--- src/rtl/add_32_arbiter_pkg.sv ---
// Shared definitions for the add_32 arbiter.
// Holds the operand width and the controller state encoding.
// It is imported by the arbiter top and its round-robin picker.
package add_32_arbiter_pkg;

    localparam int unsigned OpW = 32;

    typedef enum logic [1:0] {
        StIdle = 2'd0,
        StExec = 2'd1,
        StDone = 2'd2
    } arb_state_e;

endpackage

--- src/rtl/add_32.sv ---
// 32-bit combinational adder: c = a + b. The carry out is discarded.
// Ports:
//   a, b  operands
//   c     sum, modulo 2^32
module add_32 (
    input  logic [31:0] a,
    input  logic [31:0] b,
    output logic [31:0] c
);

    assign c = a + b;

endmodule

--- src/rtl/add_32_arbiter_rr_pick.sv ---
// Combinational round-robin picker.
// It scans req upward from ptr and wraps modulo N_REQ.
// Ports:
//   req   per-requester request bits
//   ptr   first index to consider (always < N_REQ)
//   any   at least one request is pending
//   gidx  index of the winning requester (0 when any is low)
module add_32_arbiter_rr_pick #(
    parameter int unsigned N_REQ = 4,
    parameter int unsigned IDX_W = 2
) (
    input  logic [N_REQ-1:0] req,
    input  logic [IDX_W-1:0] ptr,
    output logic             any,
    output logic [IDX_W-1:0] gidx
);

    logic             found;
    int unsigned      cand;
    logic [IDX_W-1:0] cand_idx;

    always_comb begin
        any      = |req;
        gidx     = '0;
        found    = 1'b0;
        cand     = 0;
        cand_idx = '0;
        for (int unsigned i = 0; i < N_REQ; i++) begin
            // ptr + i < 2*N_REQ, so one subtraction is enough for the wrap.
            cand = 32'(ptr) + i;
            if (cand >= N_REQ) begin
                cand = cand - N_REQ;
            end
            cand_idx = cand[IDX_W-1:0];
            if (!found && req[cand_idx]) begin
                found = 1'b1;
                gidx  = cand_idx;
            end
        end
    end

endmodule

--- src/rtl/add_32_arbiter.sv ---
// Round-robin arbiter that time-shares one add_32 among N_REQ requesters.
// IDLE latches the winner's operands, EXEC registers the sum, and DONE pulses done.
// Optional macro ADD_32_ARB_OVF_EN adds the registered signed-overflow output ovf.
// Ports:
//   clk, rst     clock and synchronous active-high reset
//   req          per-requester level request, held until its done
//   a_in, b_in   packed operands; slice k = [32k+31:32k]
//   grant        one-hot, marks the requester being served (EXEC and DONE)
//   done         one-cycle pulse in DONE for the served requester
//   result       registered sum, held until the next operation completes
//   busy         high in EXEC and DONE
//   ovf          (optional) signed overflow of the last result
module add_32_arbiter
    import add_32_arbiter_pkg::*;
#(
    parameter int unsigned N_REQ = 4,
    parameter int unsigned IDX_W = 2
) (
    input  logic               clk,
    input  logic               rst,
    input  logic [N_REQ-1:0]   req,
    input  logic [OpW*N_REQ-1:0] a_in,
    input  logic [OpW*N_REQ-1:0] b_in,
    output logic [N_REQ-1:0]   grant,
    output logic [N_REQ-1:0]   done,
    output logic [OpW-1:0]     result,
    output logic               busy
`ifdef ADD_32_ARB_OVF_EN
   ,output logic               ovf
`endif
);

    arb_state_e       state_q, state_d;
    logic [IDX_W-1:0] ptr_q, ptr_d;
    logic [IDX_W-1:0] gidx_q;
    logic [OpW-1:0]   op_a_q, op_b_q;
    logic [OpW-1:0]   result_q;
    logic [OpW-1:0]   sum;
    logic [OpW-1:0]   sel_a, sel_b;
    logic             pick_any;
    logic [IDX_W-1:0] pick_idx;

    add_32_arbiter_rr_pick #(
        .N_REQ (N_REQ),
        .IDX_W (IDX_W)
    ) u_rr_pick (
        .req  (req),
        .ptr  (ptr_q),
        .any  (pick_any),
        .gidx (pick_idx)
    );

    add_32 u_add_32 (
        .a (op_a_q),
        .b (op_b_q),
        .c (sum)
    );

    // Operand mux for the winning requester.
    always_comb begin
        sel_a = '0;
        sel_b = '0;
        for (int unsigned k = 0; k < N_REQ; k++) begin
            if (pick_idx == IDX_W'(k)) begin
                sel_a = a_in[k*OpW +: OpW];
                sel_b = b_in[k*OpW +: OpW];
            end
        end
    end

    always_comb begin
        state_d = state_q;
        ptr_d   = ptr_q;
        grant   = '0;
        done    = '0;
        busy    = 1'b0;
        unique case (state_q)
            StIdle: begin
                if (pick_any) begin
                    state_d = StExec;
                end
            end
            StExec: begin
                grant[gidx_q] = 1'b1;
                busy          = 1'b1;
                state_d       = StDone;
            end
            StDone: begin
                grant[gidx_q] = 1'b1;
                done[gidx_q]  = 1'b1;
                busy          = 1'b1;
                state_d       = StIdle;
                ptr_d         = (gidx_q == IDX_W'(N_REQ - 1)) ? '0 : gidx_q + IDX_W'(1);
            end
            default: begin
                state_d = StIdle;
            end
        endcase
    end

    always_ff @(posedge clk) begin
        if (rst) begin
            state_q  <= StIdle;
            ptr_q    <= '0;
            gidx_q   <= '0;
            op_a_q   <= '0;
            op_b_q   <= '0;
            result_q <= '0;
`ifdef ADD_32_ARB_OVF_EN
            ovf      <= 1'b0;
`endif
        end else begin
            state_q <= state_d;
            ptr_q   <= ptr_d;
            if (state_q == StIdle && pick_any) begin
                op_a_q <= sel_a;
                op_b_q <= sel_b;
                gidx_q <= pick_idx;
            end
            if (state_q == StExec) begin
                result_q <= sum;
`ifdef ADD_32_ARB_OVF_EN
                ovf      <= (op_a_q[OpW-1] == op_b_q[OpW-1]) && (sum[OpW-1] != op_a_q[OpW-1]);
`endif
            end
        end
    end

    assign result = result_q;

endmodule

--- config.mk ---
export PLATFORM = sky130hd
export DESIGN_NAME = add_32_arbiter
export DESIGN_NICKNAME = d
export VERILOG_FILES = /design/src/rtl/add_32_arbiter_pkg.sv /design/src/rtl/add_32.sv /design/src/rtl/add_32_arbiter_rr_pick.sv /design/src/rtl/add_32_arbiter.sv
export SDC_FILE = /design/constraint.sdc
export NUM_CORES = 1
export LEC_CHECK = 0
export CORE_MARGIN = 8
export CORE_UTILIZATION = 44
export CTS_CLUSTER_SIZE = 12
export DETAILED_ROUTE_END_ITERATION = 7
export GPL_ROUTABILITY_DRIVEN = 0
export PLACE_DENSITY_LB_ADDON = 0.05
export SYNTH_ARGS = -nofsm -noshare
export SYNTH_HDL_FRONTEND = slang
export SYNTH_HIERARCHICAL = 1
export SYNTH_SLANG_ARGS = --single-unit
--- constraint.sdc ---
create_clock -name clk -period 3.3 [get_ports clk]
set_input_delay 0.66 -clock clk [delete_from_list [all_inputs] [get_ports clk]]
set_output_delay 0.66 -clock clk [all_outputs]
set_load 0.05 [all_outputs]
==> run_results.csv <==
group,metric,value,unit
run_status,status,"finished, final reports clean",
global_routing,grt_overflow,0,
detailed_routing,drc,0,
yosys,yosysTopAreaCell,"dfxtp_1",
critical_path,critPathRequiredTime,2.64,ns
critical_path,critical_path.endpoint_type,"output port",
yosys,ys_ff_latch,102,
global_routing,grtUsageMet1,0.2667,
timing,setup_tns,0,ns
yosys,yosys-top-cells-area,"dfxtp_1 29%, mux2i_1 14%, mux2_2 10%",
detailed_routing,first_iter_violations,399,
floorplan,die_width,143.4,µm
place,place_hpwl,18.39,mm
detailed_routing,first_pass_iters,7,
power,power.leakage,4.145,nW
yosys,postSynthAreaPerCell,9.382,µm²
critical_path,critical_path_class,"reg -> out",
finish,areaGrowthSynthToFinish,46.30,%
detailed_routing,num_vias,6748,
detailed_routing,wl_per_cell,18.27,µm
timing,slew_violations,0,
finish,num_antenna_cells,0,
cts,insertion_delay,0.35,ns
yosys,dominantRegCellSynth,"dfxtp_1",
global_routing,busiest_layer,"met2",
critical_path,path_buf_inv,2,
critical_path,crit_start,"state_q[0]",
yosys,synth_top_cell_area_share,0.2860,
floorplan,die_h,143.4,µm
cts,cts-hold-fix-buffers,0,
critical_path,ff2ff_setup_slack,0.48,ns
timing,setup_slack,0.4548,ns
place,port_buffers,302,
hold_path,hold_path_class,"reg -> reg",
critical_path,worst_setup_path_start_kind,"flop",
job,drv_cap,0,
floorplan,num_io_pins,303,
yosys,syn_inst,761,
yosys,syn_area,0.007139,mm²
finish,drive_gt1_frac,0.1051,
finish,multi_input_area,0.004652,mm²
critical_path,crit_family,"buffers and inverters",
critical_path,ff2ff_path_depth,11,
yosys,synth-edff-count,0,
yosys,ys_async_sr_fraction,0,
timing,timing.final.crit_period,2.845,ns
critical_path,crit_fanout,5,
timing,rsz0062_at_grt,"false",
cts,cts_resized,0,
global_routing,met2_usage,0.3558,
yosys,seq_area_frac_synth,0.2860,
cts,cts_max_path_buffers,2,
floorplan,core,0.01589,mm²
critical_path,crit_arrival,2.19,ns
critical_path,cp_slowest_cell,"clkdlybuf4s50_1",
critical_path,critPathCapture,"grant[0]",
yosys,yosysWarnings,6,
floorplan,start_util,0.4494,
critical_path,r2r-start,"op_b_q[0]",
timing,finalSetupViolations,0,
timing,slew_headroom,0.2809,
power,vdd_drop_max,0.0002411,V
cts,cts_buffers,9,
timing,hold_violations,0,
power,powerDensity,408.3,mW/mm²
finish,seq_area,0.002042,mm²
yosys,synth_fp_nets,1064,
critical_path,cpPeakStageDelay,0.81,ns
cts,cts_htree_levels,3,
finish,fillers,1423,
timing,tightest_slew,1.079,ns
global_routing,track_usage,0.2164,
global_routing,grt_start_max_net_pins,64,
detailed_routing,totalWireLength,22.90,mm
cts,clk_pin_slew,0.07,ns
cts,clkSinkCount,102,
global_routing,use_met3,0.06470,
detailed_routing,ant_nets,0,
critical_path,path_depth,4,
timing,clock.fmax,0.3515,GHz
detailed_routing,via_per_inst,5.385,
global_routing,antenna_found_initial,0,
cts,post-cts-setup-buffers,0,
finish,nets,1335,
floorplan,rows,46,
critical_path,timing.rr.end,"result[26]",
floorplan,die_area,0.02056,mm²
critical_path,worstPathCellList,"inv_1 -> ha_1 -> and2_1 -> clkdlybuf4s50_1",
place,place_worst_setup_slack,0.3049,ns
cts,cts_tree,"yes",
cts,cts_root_buf,"clkbuf_16",
timing,period_share,0.8622,
global_routing,grt_pass1_vias,6965,
hold_path,min_path_cells,2,
yosys,synth.distinct_cells,64,
timing,clock_skew,0.006664,ns
global_routing,grt_pass1_wl,35.48,mm
[cells in the mapped netlist (4+ instances only)]
library cell and instances:
dfxtp_1 102, mux2i_1 102, a22oi_1 64, mux2_2 64, o21ai_1 61, nor2_1 50, ha_1 40, a21oi_1 35
nand2_1 20, a21o_1 19, o21ai_0 18, xor2_1 15, inv_1 14, clkbuf_1 13, nand3_1 13, xnor2_1 13
buf_2 11, buf_6 11, and2_1 9, nand4_1 8, clkbuf_8 6, buf_4 4, nor3_1 4, o21bai_1 4
[layout by cell type, fill, tap and decap left out, drive strengths merged, types with 18 or more instances in the layout]
master | Yosys | routed
ha | 40 | 40
mux2i | 102 | 102
a22oi | 65 | 65
a21o | 19 | 19
nand2 | 21 | 21
clkdlybuf4s50 | 0 | 302
o21ai | 80 | 80
a21oi | 36 | 36
mux2 | 64 | 64
inv | 15 | 18
dfxtp | 102 | 102
nor2 | 50 | 50
[flip-flops by register name (all words and copies together) (netlist names)]
register	flops
result	32
op_a_q	32
ptr_q	2
op_b_q	32
state_q	2
gidx_q	2
[cell type report]
type | count | area share
clock buffers | 9 | 0.02156
clock inverters | 7 | 0.005391
repair buffers | 313 | 0.3009
well taps | 216 | 0.02587
flip-flops and latches | 102 | 0.1955
inverters | 15 | 0.005391
multi-input cells | 591 | 0.4454
[power breakdown]
part	switching [mW]	internal [mW]	total, mW
sequential	0.115	1.39	1.50
combinational	0.882	0.854	1.74
clock	0.504	0.520	1.02
[worst min path at each step]
stage                from         end
6_report        op_b_q[8]   op_b_q[8]
2_1_floorplan  op_b_q[26]  op_b_q[26]
5_1_grt        result[17]  result[17]
4_1_cts         result[9]   result[9]
3_3_place_gp    result[9]   result[9]
3_5_place_dp    result[9]   result[9]
[cell families after synthesis]
group           share of synthesized area
compound gates                     0.2170
xor+xnor                          0.03435
fa+ha+maj                         0.07291
buf+inv                           0.06554
flops                              0.2860
mux                                0.2440
simple gates                      0.08027
[layer usage]
metal  share of wire  wire length (µm)
met5               0                 0
met4           0.015               351
met2            0.46             10500
met1            0.44             10090
met3           0.086              1958
[tightest hold or removal path, cell delays in order, from the launching register on]
cell	delay, ns
dfxtp_1	0.33
a22oi_1	0.07
o21ai_1	0.06
[metrics by stage]
| stage | power [mW] | hold slack (ns) | instance area [µm²] | std cells | utilization |
|---|---|---|---|---|---|
| floorplan | 2.638 | 0.4639 | 7139 | 761 | - |
| global placement | 3.252 | 0.4731 | 10160 | 1237 | 0.6398 |
| detailed placement | 3.266 | 0.4838 | 10160 | 1237 | 0.6398 |
| CTS | 4.304 | 0.5013 | 10450 | 1253 | 0.6575 |
| global route | 4.514 | 0.5263 | 10450 | 1253 | 0.6575 |
| finish | 4.264 | 0.4961 | 10450 | 1253 | 0.6575 |
Note: power is estimated with default switching activity, not from simulation.
